[src/rtl/fsm_flujo_multicanal_pkg.sv]
// Shared state encoding for the multi-channel flow-control FSM and its bench.
// Optional feature macro: FSM_AUTO_RECOVER_EN (automatic exit from S_ERROR).
package fsm_flujo_multicanal_pkg;

    localparam int ESTADO_W = 3;

    typedef enum logic [ESTADO_W-1:0] {
        S_RESET  = 3'b000,
        S_INIT   = 3'b001,
        S_IDLE   = 3'b010,
        S_ACTIVE = 3'b011,
        S_PAUSA  = 3'b100,
        S_ERROR  = 3'b101
    } estado_t;

    function automatic logic es_legal(input estado_t s);
        return (s inside {S_RESET, S_INIT, S_IDLE, S_ACTIVE, S_PAUSA, S_ERROR});
    endfunction

endpackage

[src/rtl/fsm_flujo_multicanal_contador_racha.sv]
// Saturating run counter: clr wins over inc, and the count sticks at all-ones.
module fc_contador_racha #(
    parameter int CNT_W = 8
) (
    input  logic             clk,
    input  logic             reset,
    input  logic             clr,
    input  logic             inc,
    output logic [CNT_W-1:0] count
);

    localparam logic [CNT_W-1:0] CNT_MAX = '1;
    localparam logic [CNT_W-1:0] UNO     = 1;

    always_ff @(posedge clk) begin
        if (reset) begin
            count <= '0;
        end else if (clr) begin
            count <= '0;
        end else if (inc && (count != CNT_MAX)) begin
            count <= count + UNO;
        end
    end

endmodule

[src/rtl/fsm_flujo_multicanal.sv]
// Flow-control FSM over NUM_CH masked FIFO channels with pause hysteresis and timeout.
// Optional feature macro: FSM_AUTO_RECOVER_EN (S_ERROR exits to S_INIT after a run of all-empty cycles).
module fsm_flujo_multicanal
    import fsm_flujo_multicanal_pkg::*;
#(
    parameter int NUM_CH      = 4,
    parameter int CNT_W       = 8,
    parameter int RESUME_CYC  = 2,
    parameter int PAUSE_MAX   = 16,
    parameter int RECOVER_CYC = 4
) (
    input  logic              clk,
    input  logic              reset,
    input  logic              iniciar,
    input  logic [NUM_CH-1:0] ch_mask,
    input  logic [NUM_CH-1:0] almost_full,
    input  logic [NUM_CH-1:0] full,
    input  logic [NUM_CH-1:0] almost_empty,
    input  logic [NUM_CH-1:0] empty,
    output logic              continuar,
    output logic              pausa,
    output logic              idle,
    output logic              error_full,
    output logic              error_timeout,
    output logic [NUM_CH-1:0] error_ch,
    output logic [2:0]        estado
);

    localparam int RESUME_LIM = (RESUME_CYC > 0) ? RESUME_CYC - 1 : 0;
    localparam int PAUSE_LIM  = (PAUSE_MAX  > 0) ? PAUSE_MAX  - 1 : 0;

    if ((RESUME_CYC < 1) || (RESUME_CYC >= 2**CNT_W) || (PAUSE_MAX >= 2**CNT_W)
        || (RECOVER_CYC < 1) || (RECOVER_CYC >= 2**CNT_W)) begin : g_param_check
        $error("fsm_flujo_multicanal: cycle parameters out of range for CNT_W");
    end

    estado_t           actual;
    logic [NUM_CH-1:0] mask;
    logic              f, af, dr, em;
    logic [CNT_W-1:0]  resume_cnt, pause_cnt;
    logic              resume_ok, timeout;

    // Flags seen only through the latched channel mask; unmasked channels count as drained/empty.
    assign f  = |(full & mask);
    assign af = |(almost_full & mask);
    assign dr = &((almost_empty | empty) | ~mask);
    assign em = &(empty | ~mask);

    fc_contador_racha #(.CNT_W(CNT_W)) u_resume (
        .clk   (clk),
        .reset (reset),
        .clr   ((actual != S_PAUSA) || !dr),
        .inc   (dr),
        .count (resume_cnt)
    );

    fc_contador_racha #(.CNT_W(CNT_W)) u_pause (
        .clk   (clk),
        .reset (reset),
        .clr   (actual != S_PAUSA),
        .inc   (1'b1),
        .count (pause_cnt)
    );

    assign resume_ok = dr && (resume_cnt >= CNT_W'(RESUME_LIM));
    assign timeout   = (PAUSE_MAX != 0) && (pause_cnt >= CNT_W'(PAUSE_LIM));

`ifdef FSM_AUTO_RECOVER_EN
    logic [CNT_W-1:0] recover_cnt;
    logic             recover_ok;

    fc_contador_racha #(.CNT_W(CNT_W)) u_recover (
        .clk   (clk),
        .reset (reset),
        .clr   ((actual != S_ERROR) || !em),
        .inc   (em),
        .count (recover_cnt)
    );

    assign recover_ok = em && (recover_cnt >= CNT_W'(RECOVER_CYC - 1));
`endif

    always_ff @(posedge clk) begin
        if (reset) begin
            actual        <= S_RESET;
            mask          <= '0;
            error_ch      <= '0;
            error_timeout <= 1'b0;
        end else begin
            case (actual)
                S_RESET: actual <= S_INIT;
                S_INIT: begin
                    mask   <= (ch_mask == '0) ? '1 : ch_mask;
                    actual <= S_IDLE;
                end
                S_IDLE: if (iniciar) actual <= S_ACTIVE;
                S_ACTIVE: begin
                    if (f) begin
                        actual   <= S_ERROR;
                        error_ch <= full & mask;
                    end else if (af) begin
                        actual <= S_PAUSA;
                    end else if (em && !iniciar) begin
                        actual <= S_IDLE;
                    end
                end
                S_PAUSA: begin
                    if (f) begin
                        actual   <= S_ERROR;
                        error_ch <= full & mask;
                    end else if (timeout) begin
                        actual        <= S_ERROR;
                        error_timeout <= 1'b1;
                        error_ch      <= '0;
                    end else if (resume_ok) begin
                        actual <= S_ACTIVE;
                    end
                end
                S_ERROR: begin
`ifdef FSM_AUTO_RECOVER_EN
                    if (recover_ok) begin
                        actual        <= S_INIT;
                        error_ch      <= '0;
                        error_timeout <= 1'b0;
                    end
`else
                    actual <= S_ERROR;
`endif
                end
                default: actual <= S_RESET;
            endcase
        end
    end

    // Moore decode; illegal codes read exactly like S_RESET.
    assign continuar  = (actual == S_ACTIVE);
    assign pausa      = (actual == S_PAUSA);
    assign idle       = (actual == S_IDLE);
    assign error_full = (actual == S_ERROR);
    assign estado     = es_legal(actual) ? actual : S_RESET;

endmodule

[config.mk]
export PLATFORM = sky130hd
export DESIGN_NAME = fsm_flujo_multicanal
export DESIGN_NICKNAME = d
export VERILOG_FILES = /design/src/rtl/fsm_flujo_multicanal_pkg.sv /design/src/rtl/fsm_flujo_multicanal_contador_racha.sv /design/src/rtl/fsm_flujo_multicanal.sv
export SDC_FILE = /design/constraint.sdc
export NUM_CORES = 1
export LEC_CHECK = 0
export BUFFER_PORTS_ARGS = -buffer_cell sky130_fd_sc_hd__buf_2
export CAP_MARGIN = 25
export CORE_MARGIN = 2
export CORE_UTILIZATION = 53
export DETAILED_ROUTE_END_ITERATION = 10
export HOLD_SLACK_MARGIN = 0.06
export PLACE_DENSITY = 0.78
export SETUP_SLACK_MARGIN = 0.2
export SLEW_MARGIN = 30
export SYNTH_ARGS = -nofsm -noshare
export SYNTH_HDL_FRONTEND = slang
export SYNTH_SLANG_ARGS = --single-unit
[constraint.sdc]
create_clock -name clk -period 2.15 [get_ports clk]
set_input_delay 0.215 -clock clk [delete_from_list [all_inputs] [get_ports clk]]
set_output_delay 0.215 -clock clk [all_outputs]
set_load 0.01 [all_outputs]
# Word-level counts from Yosys, hierarchy flattened

Index checks and enable logic that the tools add are counted.
Widths: inputs -> output; s select.

Add/sub/neg operators: 2
Order comparisons: 2
Eq/ne operators: 13
Mux-type cells: 14
Bitwise logic cells: 7
Reduce and logical (&&, ||, !) cells: 19

Operators by type and width:

| operator            | count |
|---|---|
| $mux 3              | 8 |
| $pmux 3 s6          | 1 |
| $add 8x1->8 const B | 2 |
| $mux 4              | 4 |
| $ne 8x8->1 const B  | 2 |
| $or 4x4->4          | 3 |
| $reduce_and 3->1    | 3 |
| $and 4x4->4         | 2 |
| $ge 8x1->1 const B  | 1 |
| $ge 8x4->1 const B  | 1 |
| $ne 4x1->1 const B  | 2 |
| $pmux 4 s2          | 1 |
| $reduce_and 4->1    | 2 |
| $reduce_or 4->1     | 2 |
| $eq 3x2->1 const B  | 2 |
| $eq 3x3->1 const B  | 2 |
| $reduce_bool 6->1   | 1 |
| $logic_not 4->1     | 1 |
| $not 4->4           | 1 |
| $reduce_or 2->1     | 2 |
| $eq 3x1->1 const B  | 1 |
| $logic_and 1x1->1   | 3 |
| $logic_not 3->1     | 1 |
| $ne 3x1->1 const B  | 1 |
| 7 further kinds     | 8 |

Register bits after elaboration: 28
Input port bits: 23
Output and inout port bits: 12
Word-level logic and storage cells: 63

# Depth between registers and ports, before layout

Gate-level depths: netlist of the first run.

Depth in word-level cells: 8
Gate-level depth with buffers: 8
Gate-level depth less buffers: 7

# Hierarchy

Synthesis of the first run repeated with hierarchy kept, for this count alone.

Cells, all modules: 189
Area total of the unflattened synthesis: 1,627.8 µm²

Modules (own cells, without submodules):

| module               | times used | cells each | area each (µm²) | seq. area each (µm²) |
|---|---|---|---|---|
| fc_contador_racha    | 2          | 47         | 435.4           | 160.2 |
| fsm_flujo_multicanal | 1          | 95         | 757.0           | 240.2 |

# Least setup slack after synthesis of the first run

No wires, ideal clock.

Kind: reg-to-reg
Start: register mask[1]
End: register actual[1]
Library setup time: 0.100 ns
Data arrival time: 1.580 ns
Data required time: 2.050 ns
Path slack: 0.471 ns
Cell stages (with the launch flop): 6
Period minus slack after synthesis: 1.679 ns
Cell sequence: dfxtp_1 > nor3b_4 > a2111oi_4 > nand2_2 > o31a_1 > a2111oi_4

Cells in the longest elaborated chain, start to end: 6

RTL lines:

| element                                     | RTL line                                                | text |
|---|---|---|
| start: declaration                          | fsm_flujo_multicanal.sv:38                              | `logic [NUM_CH-1:0] mask;` |
| start signal: assignment                    | fsm_flujo_multicanal.sv:93                              | `mask <= (ch_mask == '0) ? '1 : ch_mask;` |
| $not 4->4                                   | fsm_flujo_multicanal.sv:46, fsm_flujo_multicanal.sv:47  |  |
| $or 4x4->4, on equally long branches        | fsm_flujo_multicanal.sv:46, fsm_flujo_multicanal.sv:47  |  |
| $reduce_and 4->1, on equally long branches  | fsm_flujo_multicanal.sv:46, fsm_flujo_multicanal.sv:47  |  |
| $logic_and 1x1->1, on equally long branches | fsm_flujo_multicanal.sv:65, fsm_flujo_multicanal.sv:103 |  |
| $ne 4x1->1 (no line)                        | -                                                       |  |
| $reduce_and 3->1 (no line)                  | -                                                       |  |
| end signal: assignment                      | fsm_flujo_multicanal.sv:85                              | `actual <= S_RESET;` |
| end signal: assignment                      | fsm_flujo_multicanal.sv:91                              | `S_RESET: actual <= S_INIT;` |
| end signal: assignment                      | fsm_flujo_multicanal.sv:94                              | `actual <= S_IDLE;` |
| end: declaration                            | fsm_flujo_multicanal.sv:37                              | `estado_t actual;` |

Parallel ways exist; a longest one is shown, timed or not.
A chain may end at the register's enable or synchronous reset.

# Worst setup path in the final report of the first run

Same ends and word-level chain as after synthesis.

==> results by group, run 1 <==
Outcome
  – Status: complete, no violations

Critical path
  – Setup crit end kind: flop
  – Depth of the most critical reg-to-reg path: 5
  – CP startpoint: mask[1]
  – Cell breakdown of the critical path: nor3b_4, a2111oi_4, nand2_2, o31a_1, a2111oi_4
  – CP Depth: 5
  – Critical path buffers and inverters: 0
  – CP Data Arrival Time: 2.06 ns
  – Top cell by count, worst path: a2111oi_4
  – CP peak stage delay: 0.44 ns
  – Crit Path Max Fanout: 5
  – CP top delay family: compound AO/OA/AOI/OAI gates
  – Required @ worst endpoint: 2.38 ns
  – Setup Crit Path Kind: flop to flop
  – CP Launch Type: flop
  – Slowest-stage cell, CP: a2111oi_4
  – Reg2reg start: mask[1]

CTS
  – Root buffer cell: clkbuf_4
  – Clock Latency Late Sink: 0.31 ns
  – Post-CTS Setup Inserts: 0
  – H-tree levels: 1
  – Number of CTS-inserted buffers: 3
  – CTS tree: done
  – Clock buffer depth: 2
  – CTS sink cnt: 28
  – PostCTS Resize Cnt: 0
  – Clock transition at path regs: 0.14 ns
  – Cts-stage hold buffer count: 0

Timing
  – Final clock skew: 0.00334 ns
  – Fin crit period: 1.83 ns
  – RSZ-0062 raised after global routing: false
  – Rel. slew slack: 59.8%
  – Tcrit/Tclk final: 85.1%
  – Worst-Margin Slew: 0.596 ns
  – Total negative slack: 0 ns
  – Final number of hold-violating endpoints: 0
  – Final max-slew violation count: 0
  – Fmax: 546 MHz
  – Final setup viols: 0

Place
  – HPWL Detailed: 2600 um
  – Placed cell area: 1700 um^2
  – Port Buffers: 34
  – GPL Wtd Cong: 0.879

Synthesis
  – Synth Warn #: 0
  – Cell Area, Synth: 1490 um^2
  – Synth Instances: 175
  – Synthesized area per cell: 8.52 um^2
  – Syn_nets: 202
  – Register bit total from synthesis: 28
  – Synth cell types: 44
  – Sequential share of the synthesized area: 37.6%
  – EDFF count, synth: 0
  – Synth async-reset ratio: 0%
  – Synth Flop Type: dfxtp_1

Power
  – Clk pwr share: 18.7%
  – Power Dens Cells: 639 nW/um^2
  – Combinational Power Share: 26.7%
  – Internal Power: 0.000746 W
  – Switching share of power: 32.4%
  – P_sw: 0.000357 W
  – Largest vdd supply drop: 0.584 mV
  – Final Power: 0.00110 W
  – Seq pwr share: 54.6%
  – Leak: 0.713 nW

Hold path
  – HP Class: input pin to flop
  – Hold Startpoint: ch_mask[1]
  – Hold Crit Depth: 3

Global route
  – Initial antenna violation count: 0
  – Largest net degree at the start of global routing: 15
  – Total track usage: 21.0%
  – Number of global-route vias before repair: 1278
  – GR Overflow Total: 0
  – First-pass GRT wire length: 5550 um

Floorplan
  – Core area: 2710 um^2
  – Starting density of the core: 55.0%
  – Die Wd: 57.0 um
  – Placement row count: 19
  – Die H: 57.0 um
  – Area of the die: 3250 um^2
  – Num ports: 35

Cells and area
  – Share of cells above drive strength 1: 22.9%
  – Area Overhead vs Synth: 15.8%
  – Design Area, Final: 1730 um^2
  – # nets final: 239
  – Antenna diodes: 0

Routing
  – Remaining DRCs: 0
  – First-pass DRT Iterations: 4
  – Initial DRC count: 45
  – Wire length per cell: 13.8 um
  – Vias per Instance: 5.78
  – Total routed wirelength: 3330 um
  – Final ANT Viol Nets: 0
  – Vias: 1392

Run
  – Max Cap Violations: 0
## layer usage
metal | routed length (um) | GRT usage [%] | part of all wire [%] | vias up
li1 | - | - | - | 709
met1 | 1600 | 29.3 | 48 | 659
met2 | 1600 | 34.3 | 48 | 22
met3 | 109 | 2.72 | 3.3 | 2
met4 | 17 | 5.98 | 0.51 | 0
met5 | 0 | 0 | 0 | -
## sequential cells by signal (all words and copies together), names as in the netlist
signal / cells
mask: 4
error_timeout: 1
u_resume.count: 8
u_pause.count: 8
actual: 3
error_ch: 4
## layout make-up
cell class | instances | area [um^2]
clock buffer | 3 | 22.5
fill | 258 | 983
inverter | 8 | 30.0
multi-input combinational | 135 | 890
sequential | 28 | 561
tap | 31 | 38.8
timing repair buffer | 36 | 185
## worst register-to-register path, stage by stage (launching register included)
cell	delay, ns
dfxtp_1	0.37
nor3b_4	0.17
a2111oi_4	0.44
nand2_2	0.12
o31a_1	0.32
a2111oi_4	0.32
## kinds of logic (layout without fill, tap and decap cells)
kind of cell / count (synthesis) / count (layout) / share of synthesized area, %
flip-flops: 28 / 28 / 37.6
AO/OA/AOI/OAI: 35 / 35 / 18.9
buffers and inverters: 12 / 47 / 3.10
adder cells (fa/ha/maj): 4 / 4 / 3.36
AND/OR/NAND/NOR: 86 / 86 / 31.1
multiplexers: 1 / 1 / 0.671
XOR/XNOR: 9 / 9 / 5.29
## metrics by stage
| stage | utilization (%) | worst slack (ns) | hold WS, ns | std cells |
|---|---|---|---|---|
| 3_3_place_gp | 62.7 | 0.403 | 0.445 | 238 |
| 4_1_cts | 63.5 | 0.305 | 0.166 | 241 |
| 2_1_floorplan | - | 0.471 | 0.279 | 175 |
| 5_1_grt | 63.7 | 0.204 | 0.173 | 241 |
| 6_report | 63.7 | 0.320 | 0.180 | 241 |
| 3_5_place_dp | 62.7 | 0.316 | 0.463 | 238 |
## placed cells by master (no fill, tap or decap), drive strengths merged, types with 2 or more instances in the layout
cell type / netlist / layout
nor3b: 4 / 4
xor2: 7 / 7
and4: 4 / 4
a2111oi: 3 / 3
a211oi: 2 / 2
inv: 8 / 8
nor2b: 2 / 2
xnor2: 2 / 2
buf: 1 / 36
a31oi: 3 / 3
o41ai: 2 / 2
nand4: 9 / 9
and2: 4 / 4
nor2: 27 / 27
a21oi: 8 / 8
ha: 4 / 4
clkbuf: 3 / 3
nand2: 12 / 12
nor4: 2 / 2
o21ai: 3 / 3
nand3: 8 / 8
and3: 2 / 2
nor3: 9 / 9
a22oi: 2 / 2
a21o: 5 / 5
dfxtp: 28 / 28
## Yosys cell counts (all sizes together), types with 3 or more instances
master	n	area (um^2)
a2111oi	3	63.8
a21o	5	37.5
a21oi	8	40.0
a31oi	3	18.8
and2	4	25.0
and4	4	35.0
clkbuf	3	11.3
dfxtp	28	561
ha	4	50.1
inv	8	30.0
nand2	12	47.6
nand3	8	40.0
nand4	9	56.3
nor2	27	101
nor3	9	50.1
nor3b	4	41.3
o21ai	3	15.0
xor2	7	61.3
## power by group through the flow
stage / Clock (W) / Combinational [W] / Sequential (W)
5_1_grt: 0.000233 / 0.000322 / 0.000608
3_3_place_gp: 0 / 0.000282 / 0.000608
2_1_floorplan: 0 / 0.000225 / 0.000582
4_1_cts: 0.000214 / 0.000291 / 0.000600
3_5_place_dp: 0 / 0.000290 / 0.000612
6_report: 0.000206 / 0.000295 / 0.000602
## final timing paths
path	endpoint	slack [ns]
worst max-delay path	actual[1]	0.32
worst max register to register	actual[1]	0.32
worst min-delay path	mask[1]	0.18
worst min register to register	error_ch[1]	0.47
(Power assumes the default switching activity.)
==> run 2, diff against run 1 <==
==> constraint.sdc (replaced) <==
create_clock -name clk -period 2.15 [get_ports clk]
set_input_delay 0.43 -clock clk [delete_from_list [all_inputs] [get_ports clk]]
set_output_delay 0.43 -clock clk [all_outputs]
set_load 0.01 [all_outputs]
==> results by group, run 2 (same netlist as run 1, synthesis figures left out) <==
Cells and area
  – Finished Layout Cells: 242 (+0.41%)
  – Design Area, Final: 1760 um^2 (+1.9%)
  – Fillers: 255 (-1.2%)
  – Share of cells above drive strength 1: 24.6% (+1.8 points)
  – Antenna diodes: 0 (unchanged)
  – Most common cell after layout, fill and taps aside: buf_2
  – Regs by FF count: u_pause.count (8), u_resume.count (8)
  – # nets final: 239 (unchanged)
  – Area Overhead vs Synth: 18.0%
  – Most frequent cells in the layout: buf_2, nor2_1, dfxtp_1
  – Fin util: 64.9% (+1.2 points)

Place
  – GPL Wtd Cong: 0.790 (-10%)
  – Number of placed instances, taps included: 238 (unchanged)
  – Placed cell area: 1700 um^2 (unchanged)
  – HPWL Detailed: 2600 um (about the same)
  – Port Buffers: 34 (unchanged)

Critical path
  – CP Data Arrival Time: 2.10 ns (+0.04 ns)
  – Reg2reg setup slack: 0.29 ns (-0.03 ns)
  – Setup crit end kind: flop
  – Reg2reg start: mask[1]
  – CP startpoint: mask[1]
  – CP Launch Type: flop
  – Depth of the most critical reg-to-reg path: 5 (unchanged)
  – Crit Path Max Fanout: 5 (unchanged)
  – Worst setup path end: actual[1]
  – RR Endpoint: actual[1]
  – Required @ worst endpoint: 2.39 ns (about the same)
  – Setup Crit Path Kind: flop to flop

Power
  – Leak: 0.728 nW (+2.1%)
  – Power Dens Cells: 708 nW/um^2 (+11%)
  – Combinational Power Share: 23.1% (-3.6 points)
  – Switching share of power: 30.1% (-2.3 points)
  – Clk pwr share: 27.9% (+9.2 points)
  – Seq pwr share: 49.0% (-5.6 points)
  – Internal Power: 0.000871 W (+17%)
  – P_sw: 0.000375 W (+4.9%)
  – Largest vdd supply drop: 0.844 mV (+45%)

Timing
  – Rel. slew slack: 59.7% (-0.092 points)
  – Fin crit period: 1.86 ns (+0.0339 ns)
  – Final number of hold-violating endpoints: 0 (unchanged)
  – Worst-Margin Slew: 0.597 ns (+0.00136 ns)
  – Final max-slew violation count: 0 (unchanged)
  – Total negative slack: 0 ns (unchanged)
  – Final clock skew: 0.00859 ns (+0.00524 ns)
  – Final setup viols: 0 (unchanged)
  – RSZ-0062 raised after global routing: false
  – Fmax: 537 MHz (-1.8%)
  – Tcrit/Tclk final: 86.7% (+1.6 points)

Floorplan
  – Area of the die: 3250 um^2 (unchanged)
  – Starting density of the core: 55.0% (unchanged)
  – Core area: 2710 um^2 (unchanged)
  – Num ports: 35 (unchanged)
  – Die H: 57.0 um (unchanged)
  – Die Wd: 57.0 um (unchanged)
  – Placement row count: 19 (unchanged)

CTS
  – Number of CTS-inserted buffers: 3 (unchanged)
  – Cts-stage hold buffer count: 0 (unchanged)
  – Root buffer cell: clkbuf_4
  – CTS sink cnt: 28 (unchanged)
  – Post-CTS Setup Inserts: 0 (unchanged)
  – Clock Latency Late Sink: 0.33 ns (+0.02 ns)
  – Clock buffer depth: 2 (unchanged)
  – H-tree levels: 1 (unchanged)
  – Clock transition at path regs: 0.15 ns (about the same)
  – PostCTS Resize Cnt: 1 (+1)
  – CTS tree: done

Routing
  – First-pass DRT Iterations: 4 (unchanged)
  – Initial DRC count: 88 (+96%)
  – Vias: 1412 (+1.4%)
  – Wire length per cell: 14.0 um (+1.3%)
  – Vias per Instance: 5.83 (+1.0%)
  – Total routed wirelength: 3390 um (+1.7%)
  – Final ANT Viol Nets: 0 (unchanged)
  – Remaining DRCs: 0 (unchanged)

Global route
  – Largest net degree at the start of global routing: 17 (+2)
  – Initial antenna violation count: 0 (unchanged)
  – First-pass GRT wire length: 5530 um (-0.50%)
  – GR Overflow Total: 0 (unchanged)
  – Number of global-route vias before repair: 1248 (-2.3%)
  – Total track usage: 21.2% (+0.22 points)

Run
  – Max Cap Violations: 0 (unchanged)

Outcome
  – Status: complete, no violations

Hold path
  – HP Class: input pin to flop
run 2: changes by cell type in the layout (fill, tap and decap cells not counted):
cell	before	now
dfxtp_1	28	25
dfxtp_2	0	3
a2111oi_0	0	1
a2111oi_1	1	0
bufinv_16	0	1
run 2: through the flow:
step / setup slack, ns / total power (W) / hold slack, ns
6_report: 0.286 / 0.00125 / 0.376
3_5_place_dp: 0.233 / 0.000899 / 0.463
5_1_grt: 0.207 / 0.00131 / 0.389
3_3_place_gp: 0.286 / 0.000888 / 0.447
4_1_cts: 0.249 / 0.00125 / 0.374
2_1_floorplan: 0.465 / 0.000807 / 0.465
run 2: worst max-delay path, cell delays in order, from the launching register on:
cell and delay (ns):
dfxtp_1 0.39, nor3b_4 0.18, a2111oi_4 0.43, nand2_2 0.12, o31a_1 0.33, a2111oi_4 0.32
run 2: cell type report:
class | count | area [um^2] | share of cell area (%)
clock inverter | 1 | 30.0 | 1.71
timing repair buffer | 36 | 185 | 10.5
clock buffer | 3 | 22.5 | 1.28
tap | 31 | 38.8 | 2.20
sequential | 28 | 564 | 32.1
inverter | 8 | 30.0 | 1.71
multi-input combinational | 135 | 888 | 50.5
run 2: power groups by stage:
stage,clock network (W),registers (W),logic [W]
finish,0.000348,0.000610,0.000288
floorplan,0,0.000582,0.000225
CTS,0.000354,0.000607,0.000286
detailed placement,0,0.000615,0.000283
global placement,0,0.000611,0.000277
global route,0.000367,0.000615,0.000326
run 2: layer usage:
layer | global-route usage, % | vias up | share of wire (%)
met5 | 0 | - | 0
met4 | 5.32 | 0 | 1.2
met3 | 4.76 | 4 | 4.7
met2 | 36.8 | 35 | 51
met1 | 26.8 | 663 | 44
li1 | - | 710 | -
run 2: how the worst min path moves through the flow:
| stage | cells after the start | to | slack (ns) | start |
|---|---|---|---|---|
| after global placement | 2 | error_timeout | 0.45 | error_timeout |
| final | 3 | mask[1] | 0.38 | ch_mask[1] |
| after CTS | 3 | mask[3] | 0.37 | ch_mask[3] |
| after global routing | 3 | mask[2] | 0.39 | ch_mask[2] |
| after floorplan | 1 | u_pause.count[2] | 0.47 | u_pause.count[2] |
| after detailed placement | 2 | error_ch[3] | 0.46 | error_ch[3] |
==> run 3, diff against run 2 <==
--- a/config.mk
+++ b/config.mk
@@ -7,7 +7,6 @@
 export LEC_CHECK = 0
 export BUFFER_PORTS_ARGS = -buffer_cell sky130_fd_sc_hd__buf_2
 export CAP_MARGIN = 25
-export CORE_MARGIN = 2
 export CORE_UTILIZATION = 53
 export DETAILED_ROUTE_END_ITERATION = 10
 export HOLD_SLACK_MARGIN = 0.06
==> results by group, run 3 (same netlist as run 1, synthesis figures left out) <==
Outcome
  – Status: complete, no violations

Power
  – Leak: 0.728 nW (about the same)
  – Final Power: 0.00124 W (-0.89%)
  – Power Dens Cells: 703 nW/um^2 (-0.75%)
  – Largest vdd supply drop: 0.614 mV (-27%)

Routing
  – Vias: 1367 (-3.2%)
  – Initial DRC count: 27 (-69%)
  – Final ANT Viol Nets: 0 (unchanged)
  – Vias per Instance: 5.67 (-2.8%)
  – Wire length per cell: 13.2 um (-5.9%)
  – Remaining DRCs: 0 (unchanged)
  – First-pass DRT Iterations: 4 (unchanged)
  – Total routed wirelength: 3180 um (-6.3%)

Global route
  – Initial antenna violation count: 0 (unchanged)
  – First-pass GRT wire length: 4840 um (-12%)
  – Met2 Usage GRT: 35.3% (-1.4 points)
  – Largest net degree at the start of global routing: 17 (unchanged)
  – GR Overflow Total: 0 (unchanged)
  – Met1 usage: 28.9% (+2.0 points)
  – Total track usage: 22.1% (+0.88 points)
  – Grt peak-use layer: met2
  – Met3 Track Usage GR: 7.10% (+2.3 points)
  – Number of global-route vias before repair: 1156 (-7.4%)

Floorplan
  – Area of the die: 3030 um^2 (-6.9%)
  – Die H: 55.0 um (-3.5%)
  – Num ports: 35 (unchanged)
  – Die Wd: 55.0 um (-3.5%)
  – Starting density of the core: 58.1% (+3.1 points)
  – Placement row count: 18 (-1)
  – Core area: 2570 um^2 (-5.3%)

Critical path
  – RR Endpoint: actual[1]
  – Slowest-stage cell, CP: dfxtp_1
  – CP peak stage delay: 0.62 ns (+0.19 ns)
  – CP Data Arrival Time: 1.38 ns (-0.72 ns)
  – Setup crit end kind: output pin
  – CP Launch Type: flop
  – Crit Path Max Fanout: 14 (+9)
  – Cell breakdown of the critical path: and2_1, buf_2
  – Reg2reg setup slack: 0.34 ns (+0.05 ns)
  – Required @ worst endpoint: 1.72 ns (-0.67 ns)
  – CP startpoint: actual[0]
  – Depth of the most critical reg-to-reg path: 5 (unchanged)
  – Reg2reg start: mask[1]
  – Setup Crit Path Kind: flop to output pin

Timing
  – Final setup viols: 0 (unchanged)
  – Rel. slew slack: 60.6% (+0.87 points)
  – Worst-Margin Slew: 0.584 ns (-0.0129 ns)
  – Final max-slew violation count: 0 (unchanged)
  – Fin crit period: 1.81 ns (-0.0495 ns)
  – Fmax: 551 MHz (+2.7%)
  – Final number of hold-violating endpoints: 0 (unchanged)
  – RSZ-0062 raised after global routing: false
  – Total negative slack: 0 ns (unchanged)
  – Worst hold slack: 0.387 ns (+0.0103 ns)
  – Final clock skew: 0.00889 ns (+0.000301 ns)
  – Tcrit/Tclk final: 84.4% (-2.3 points)

CTS
  – H-tree levels: 1 (unchanged)
  – Number of CTS-inserted buffers: 3 (unchanged)
  – Post-CTS Setup Inserts: 0 (unchanged)
  – Clock buffer depth: 2 (unchanged)
  – PostCTS Resize Cnt: 0 (-1)
  – Clock transition at path regs: 0.14 ns (about the same)
  – Root buffer cell: clkbuf_4
  – Cts-stage hold buffer count: 0 (unchanged)
  – CTS sink cnt: 28 (unchanged)
  – Clock Latency Late Sink: 0.33 ns (about the same)
  – CTS tree: done

Place
  – Port Buffers: 34 (unchanged)
  – HPWL Detailed: 2440 um (-6.2%)
  – GPL Wtd Cong: 0.871 (+10%)
  – Number of placed instances, taps included: 237 (-0.42%)

Cells and area
  – Most frequent cells in the layout: buf_2, nor2_1, dfxtp_1
  – # nets final: 239 (unchanged)
  – Register area: 563 um^2 (-0.22%)
  – Finished Layout Cells: 241 (-0.41%)
  – Fillers: 226 (-11%)
  – Area of the multi-input gates: 888 um^2 (unchanged)
  – Regs by FF count: u_pause.count (8), u_resume.count (8)
  – Fin util: 68.4% (+3.5 points)
  – Most common cell after layout, fill and taps aside: buf_2
  – Area Overhead vs Synth: 17.8%
  – Share of cells above drive strength 1: 24.2% (-0.47 points)
  – Antenna diodes: 0 (unchanged)

Hold path
  – Hold endpoint: mask[3]
  – HP Class: input pin to flop
  – Hold Crit Depth: 3 (unchanged)
  – Hold Startpoint: ch_mask[3]

Run
  – Max Cap Violations: 0 (unchanged)
run 3: cell counts in the layout (fill, tap and decap cells not counted):
Identical to the previous run, type by type.
run 3: worst max-delay path by stage:
stage                      endpoint  cells past startpoint
final                     continuar                      2
after global routing      actual[2]                      7
after CTS                 continuar                      4
after detailed placement  actual[1]                      6
after global placement    actual[1]                      6
after floorplan           actual[1]                      5
run 3: per-stage QoR:
step | worst slack [ns] | cell area [um^2]
6_report | 0.336 | 1760
5_1_grt | 0.223 | 1760
4_1_cts | 0.225 | 1750
3_5_place_dp | 0.267 | 1700
3_3_place_gp | 0.282 | 1700
2_1_floorplan | 0.465 | 1490
run 3: report_power, final:
group | switching, W | internal (W)
Sequential | 0.0000558 | 0.000550
Combinational | 0.000154 | 0.000132
Clock | 0.000156 | 0.000189
run 3: area by class of cell:
cell class              instances  area share (%)
multi-input cells             135            50.6
flip-flops and latches         28            32.1
repair buffers                 36            10.5
well taps                      30            2.14
clock inverters                 1            1.71
inverters                       8            1.71
clock buffers                   3            1.28
run 3: worst max-delay path, delay by kind of cell, from the launching register on:
family,cells,cell delay (ns)
flip-flops,1,0.62
AND/OR/NAND/NOR,1,0.28
buffers and inverters,1,0.16
run 3: routing by layer:
metal  wire length, um  part of all wire [%]
met5                 0                     0
met4                15                  0.47
met1              1520                    48
met3               145                   4.6
met2              1500                    47
